$ cat src/rtl/anc_out_buffer_if.sv
// Bus bundle for anc_out_buffer: CORDIC-side sample strobe, consumer valid/ready, status.
// Optional drop_cnt signal exists only when ANC_OUT_DROP_CNT_EN is defined.
interface anc_out_buffer_if #(
  parameter int DATA_W = 32,
  parameter int CNT_W  = 5
);
  logic              enable_in;
  logic [DATA_W-1:0] x_re_in;
  logic [DATA_W-1:0] x_im_in;
  logic              out_valid;
  logic              out_ready;
  logic [DATA_W-1:0] out_re;
  logic [DATA_W-1:0] out_im;
  logic [CNT_W-1:0]  count;
  logic              full;
  logic              empty;
  logic              overflow;
`ifdef ANC_OUT_DROP_CNT_EN
  logic [15:0]       drop_cnt;
`endif

  // slave: the buffer itself; master: the environment driving it.
  modport slave (
    input  enable_in, x_re_in, x_im_in, out_ready,
    output out_valid, out_re, out_im, count, full, empty, overflow
`ifdef ANC_OUT_DROP_CNT_EN
    , output drop_cnt
`endif
  );

  modport master (
    output enable_in, x_re_in, x_im_in, out_ready,
    input  out_valid, out_re, out_im, count, full, empty, overflow
`ifdef ANC_OUT_DROP_CNT_EN
    , input drop_cnt
`endif
  );
endinterface

$ cat src/rtl/anc_out_buffer.sv
// First-word-fall-through circular FIFO behind the rotation CORDIC; drops (never stalls) on full.
// Optional per-drop saturating counter enabled by macro ANC_OUT_DROP_CNT_EN.
module anc_out_buffer #(
  parameter int DATA_W = 32,
  parameter int DEPTH  = 16,
  parameter int CNT_W  = $clog2(DEPTH + 1)
) (
  input  logic              clk,
  input  logic              reset,
  anc_out_buffer_if.slave   bus
);
  localparam int PTR_W = $clog2(DEPTH);

  // Handshake: a head entry transfers on any rising edge where out_valid && out_ready.
  // out_valid depends on registered count only, never on enable_in or out_ready.
  logic [DATA_W-1:0] mem_re [DEPTH];
  logic [DATA_W-1:0] mem_im [DEPTH];

  logic [PTR_W-1:0] wr_ptr;
  logic [PTR_W-1:0] rd_ptr;
  logic [CNT_W-1:0] count_q;
  logic [CNT_W-1:0] count_d;
  logic             overflow_q;

  logic full_w;
  logic empty_w;
  logic rd_fire;
  logic wr_en;
  logic drop;

  assign full_w  = (count_q == CNT_W'(DEPTH));
  assign empty_w = (count_q == '0);
  assign rd_fire = !empty_w && bus.out_ready;
  // A read in the same cycle frees the slot, so a full FIFO still accepts the sample.
  assign wr_en   = bus.enable_in && (!full_w || rd_fire);
  assign drop    = bus.enable_in && full_w && !rd_fire;

  always_comb begin
    count_d = count_q;
    case ({wr_en, rd_fire})
      2'b10:   count_d = count_q + CNT_W'(1);
      2'b01:   count_d = count_q - CNT_W'(1);
      default: count_d = count_q;
    endcase
  end

  always_ff @(posedge clk) begin
    if (!reset) begin
      wr_ptr     <= '0;
      rd_ptr     <= '0;
      count_q    <= '0;
      overflow_q <= 1'b0;
    end else begin
      // DEPTH is a power of two, so natural pointer rollover is the modulo wrap.
      if (wr_en)   wr_ptr <= wr_ptr + PTR_W'(1);
      if (rd_fire) rd_ptr <= rd_ptr + PTR_W'(1);
      count_q <= count_d;
      if (drop) overflow_q <= 1'b1;
    end
  end

  always_ff @(posedge clk) begin
    if (reset && wr_en) begin
      mem_re[wr_ptr] <= bus.x_re_in;
      mem_im[wr_ptr] <= bus.x_im_in;
    end
  end

  assign bus.out_valid = !empty_w;
  assign bus.out_re    = empty_w ? '0 : mem_re[rd_ptr];
  assign bus.out_im    = empty_w ? '0 : mem_im[rd_ptr];
  assign bus.count     = count_q;
  assign bus.full      = full_w;
  assign bus.empty     = empty_w;
  assign bus.overflow  = overflow_q;

`ifdef ANC_OUT_DROP_CNT_EN
  logic [15:0] drop_cnt_q;

  always_ff @(posedge clk) begin
    if (!reset) begin
      drop_cnt_q <= '0;
    end else if (drop && (drop_cnt_q != 16'hFFFF)) begin
      drop_cnt_q <= drop_cnt_q + 16'd1;
    end
  end

  assign bus.drop_cnt = drop_cnt_q;
`endif
endmodule

$ cat src/flat_wrapper.sv
// flat-port wrapper written by rule: the top's interface ports become plain ports
module anc_out_buffer_flat 
#(
  parameter int DATA_W = 32,
  parameter int DEPTH  = 16,
  parameter int CNT_W  = $clog2(DEPTH + 1)
)
  (clk, reset, bus_enable_in, bus_x_re_in, bus_x_im_in, bus_out_ready, bus_out_valid, bus_out_re, bus_out_im, bus_count, bus_full, bus_empty, bus_overflow);
  anc_out_buffer_if #(.DATA_W(DATA_W), .CNT_W(CNT_W)) bus_i ();
  input  logic clk;
  input  logic reset;
  input wire logic [$bits(bus_i.enable_in)-1:0] bus_enable_in;
  input wire logic [$bits(bus_i.x_re_in)-1:0] bus_x_re_in;
  input wire logic [$bits(bus_i.x_im_in)-1:0] bus_x_im_in;
  input wire logic [$bits(bus_i.out_ready)-1:0] bus_out_ready;
  output wire logic [$bits(bus_i.out_valid)-1:0] bus_out_valid;
  output wire logic [$bits(bus_i.out_re)-1:0] bus_out_re;
  output wire logic [$bits(bus_i.out_im)-1:0] bus_out_im;
  output wire logic [$bits(bus_i.count)-1:0] bus_count;
  output wire logic [$bits(bus_i.full)-1:0] bus_full;
  output wire logic [$bits(bus_i.empty)-1:0] bus_empty;
  output wire logic [$bits(bus_i.overflow)-1:0] bus_overflow;
  assign bus_i.enable_in = bus_enable_in;
  assign bus_i.x_re_in = bus_x_re_in;
  assign bus_i.x_im_in = bus_x_im_in;
  assign bus_i.out_ready = bus_out_ready;
  assign bus_out_valid = bus_i.out_valid;
  assign bus_out_re = bus_i.out_re;
  assign bus_out_im = bus_i.out_im;
  assign bus_count = bus_i.count;
  assign bus_full = bus_i.full;
  assign bus_empty = bus_i.empty;
  assign bus_overflow = bus_i.overflow;
  anc_out_buffer #(.DATA_W(DATA_W), .DEPTH(DEPTH), .CNT_W(CNT_W)) u_core (.clk(clk), .reset(reset), .bus(bus_i));
endmodule
$ cat config.mk
export PLATFORM = sky130hd
export DESIGN_NAME = anc_out_buffer_flat
export DESIGN_NICKNAME = d
export VERILOG_FILES = /design/src/rtl/anc_out_buffer_if.sv /design/src/rtl/anc_out_buffer.sv /design/src/flat_wrapper.sv
export SDC_FILE = /design/constraint.sdc
export NUM_CORES = 1
export LEC_CHECK = 0
export CAP_MARGIN = 20
export CELL_PAD_IN_SITES_DETAIL_PLACEMENT = 1
export CELL_PAD_IN_SITES_GLOBAL_PLACEMENT = 1
export CORE_ASPECT_RATIO = 1.2
export CORE_UTILIZATION = 45
export DETAILED_ROUTE_END_ITERATION = 8
export PLACE_DENSITY_LB_ADDON = 0.2
export REMOVE_ABC_BUFFERS = 1
export SLEW_MARGIN = 5
export SYNTH_ARGS = -nofsm -noshare
export SYNTH_HDL_FRONTEND = slang
export SYNTH_SLANG_ARGS = --single-unit
$ cat constraint.sdc
create_clock -name clk -period 4.97 [get_ports clk]
set_input_delay 0.994 -clock clk [delete_from_list [all_inputs] [get_ports clk]]
set_output_delay 0.994 -clock clk [all_outputs]
set_load 0.005 [all_outputs]
==> metrics <==
max-cap violation count=0; critical path class=flop to primary output; share of post-route cells with drive strength above 1=0.2475; mean post-synth cell area=roughly 24 sq um; post-cts sizing count=0; net count reported at finish=about 2000; max_slew headroom=0.3263; Synth Register Bits=between 1000 and 1500; synth top area cells=edfxtp_1 (78%), mux4_2 (15%), mux2i_1 (3.4%); Synth area leader=edfxtp_1; most frequent cell after synthesis=edfxtp_1; cells along the critical path=inv_1 > nand2_1 > nand2_4 > buf_16 > o22ai_1 > clkdlybuf4s50_1; root buffer cell=clkbuf_16; vias in the first global route=around 20000; gr ovfl total=0; Distinct cells, synth=37; setup violators final=0; core area=~0.087 sq mm; Hold Fails Final Rpt=0; first-pass GRT wire length=around 130000 um; EDFF count, synth=about 1000; top cells by count, synth=edfxtp_1 (1024), mux4_2 (256), mux2i_1 (133); IO buf count=140; final cycle utilization of the critical path=0.9493; CTS tree=done; DRT Pass-1 Iters=4; Die Area=0.08922 sq mm; Final Power=between 20 and 25 mW; Async SR Flop Fraction=0; Worst-path clk slew=about 0.060 ns; Tightest Pin Transition=slightly above 1 ns; hold buffers post-CTS=0; die height=between 300 and 400 um; Critical Path AT=between 3 and 4 ns; Startpoint Class=flop; RSZ-0062 raised after global routing=false; # rows=approximately 120; Worst Clk Skew=about 0.018 ns; max-slew violation count=0; initial antenna violation count=4; hpwl dp=roughly 46000 um; CTS H-tree lvls=3; Seq/Total Area, Yosys=0.7854; power density cells=between 400 and 500 mW/mm^2; Mapped Area=between 0.03 and 0.04 sq mm; Worst Hold Class=flop to flop; RePlAce Congestion=around 0.70; GR Util All Layers=0.2096; clk_lat worst skew=0.66 ns; Crit. End Element=primary output; Non-Filler Instances=approximately 3100; Initial Util=0.4570; ys flop type=edfxtp_1; outcome=completed; Max stage delay cell, worst path=clkdlybuf4s50_1; Area Overhead vs Synth=16.49%; CTS Buffer Depth=3; routed wire length=just over 90000 um; leak pwr=13.74 nW; Max Fclk=212.0 MHz; YS warnings=0; num ports=141; worst vdd ir=between 300 and 400 uV; residual DRC count=0; DR vias=roughly 18000; clock buffer count from CTS=around 100; CP Max Fanout=33; WL/cell=slightly below 30 um; Antenna Cells=0; DP Cell Count=2929; number of setup buffers added after CTS=0; Die Span X=around 270 um; Vias/cell=slightly below 6; Final ANT Viol Nets=0; Initial DRC Count=~1300; largest net degree at the start of global routing=between 60 and 70; Synth top area share=0.7763; TritonCTS Sinks=roughly 1000; fin crit period=around 4.7 ns; Worst EP required=~4.0 ns; Critical Path Max Stage Delay=0.59 ns; Cells after Synth=between 1500 and 2000
-- metal layers --
metal | global-route usage | share of wire | routed length (um)
met1 | 0.2861 | 0.43 | 39510
met5 | 0 | 0.00065 | 60
met3 | 0.02793 | 0.039 | 3544
met4 | 0.05545 | 0.019 | 1752
met2 | 0.3562 | 0.51 | 46780
-- per-stage QoR --
step,TNS (ns),setup slack [ns],utilization,cell area (sq um),hold WS [ns]
after global routing,0,0.06018,0.5324,46140,0.5535
final,0,0.2521,0.5324,46140,0.5148
after CTS,0,0.1647,0.5324,46140,0.5109
after global placement,0,0.6164,0.4951,42910,0.4912
after detailed placement,0,0.8915,0.4957,42960,0.4793
after floorplan,-493.18,-7.706,-,39220,0.4604
-- worst paths after layout --
check,cells after the start,slack (ns),endpoint,start
max,6,0.25,bus_out_re[6],u_core.bus.count[4]
min,2,0.51,u_core.bus.overflow,u_core.bus.overflow
max reg2reg,8,2.09,u_core.bus.count[4],u_core.bus.count[3]
min reg2reg,2,0.51,u_core.bus.overflow,u_core.bus.overflow
-- cells in the final DEF, fill, tap and decap left out, drive strengths merged, types with 5 or more instances in the layout --
cell and n:
nand3 5, clkdlybuf4s50 140, mux2i 133, o22ai 64, nor2 26, edfxtp 1024
dfxtp 18, bufinv 5, ha 6, clkbuf 127, inv 11, clkinvlp 6
mux4 256, a21oi 5, clkinv 48, buf 57, nand2 10
-- power by group --
group | total [mW] | internal (mW) | switching (mW)
Sequential | 9.86 | 9.76 | 0.105
Clock | 7.37 | 4.12 | 3.24
Combinational | 3.72 | 1.92 | 1.81
-- final cells by class --
cell class | count | area, sq um
multi-input combinational | 544 | 8222
tap | 1140 | 1426
clock inverter | 64 | 483.0
clock buffer | 127 | 2698
fill | 7303 | 40520
timing repair buffer | 197 | 2170
sequential | 1042 | 31120
inverter | 6 | 22.52
-- kinds of logic (layout without fill, tap and decap cells) --
| family | count (synthesis) | in the layout | share of synthesized area |
|---|---|---|---|
| adder cells (fa/ha/maj) | 6 | 6 | 0.001895 |
| XOR/XNOR | 5 | 5 | 0.001106 |
| multiplexers | 390 | 390 | 0.1794 |
| buffers and inverters | 94 | 394 | 0.01046 |
| AND/OR/NAND/NOR | 60 | 60 | 0.007613 |
| flip-flops | 1042 | 1042 | 0.7854 |
| AO/OA/AOI/OAI | 83 | 83 | 0.01409 |
-- critical path: cells and delay by family, from the launching register on --
kind / cells / cell delay (ns)
buf+inv: 3 / 1.21
simple gates: 2 / 0.79
flops: 1 / 0.57
compound gates: 1 / 0.43
-- flip-flops by register name, summed over array words and instances (netlist names), named ones only --
signal and flops:
u_core.mem_im 512, u_core.mem_re 512, u_core.rd_ptr 4, u_core.bus.count 5, u_core.bus.overflow 1, u_core.wr_ptr 4
(Power assumes the default switching activity.)
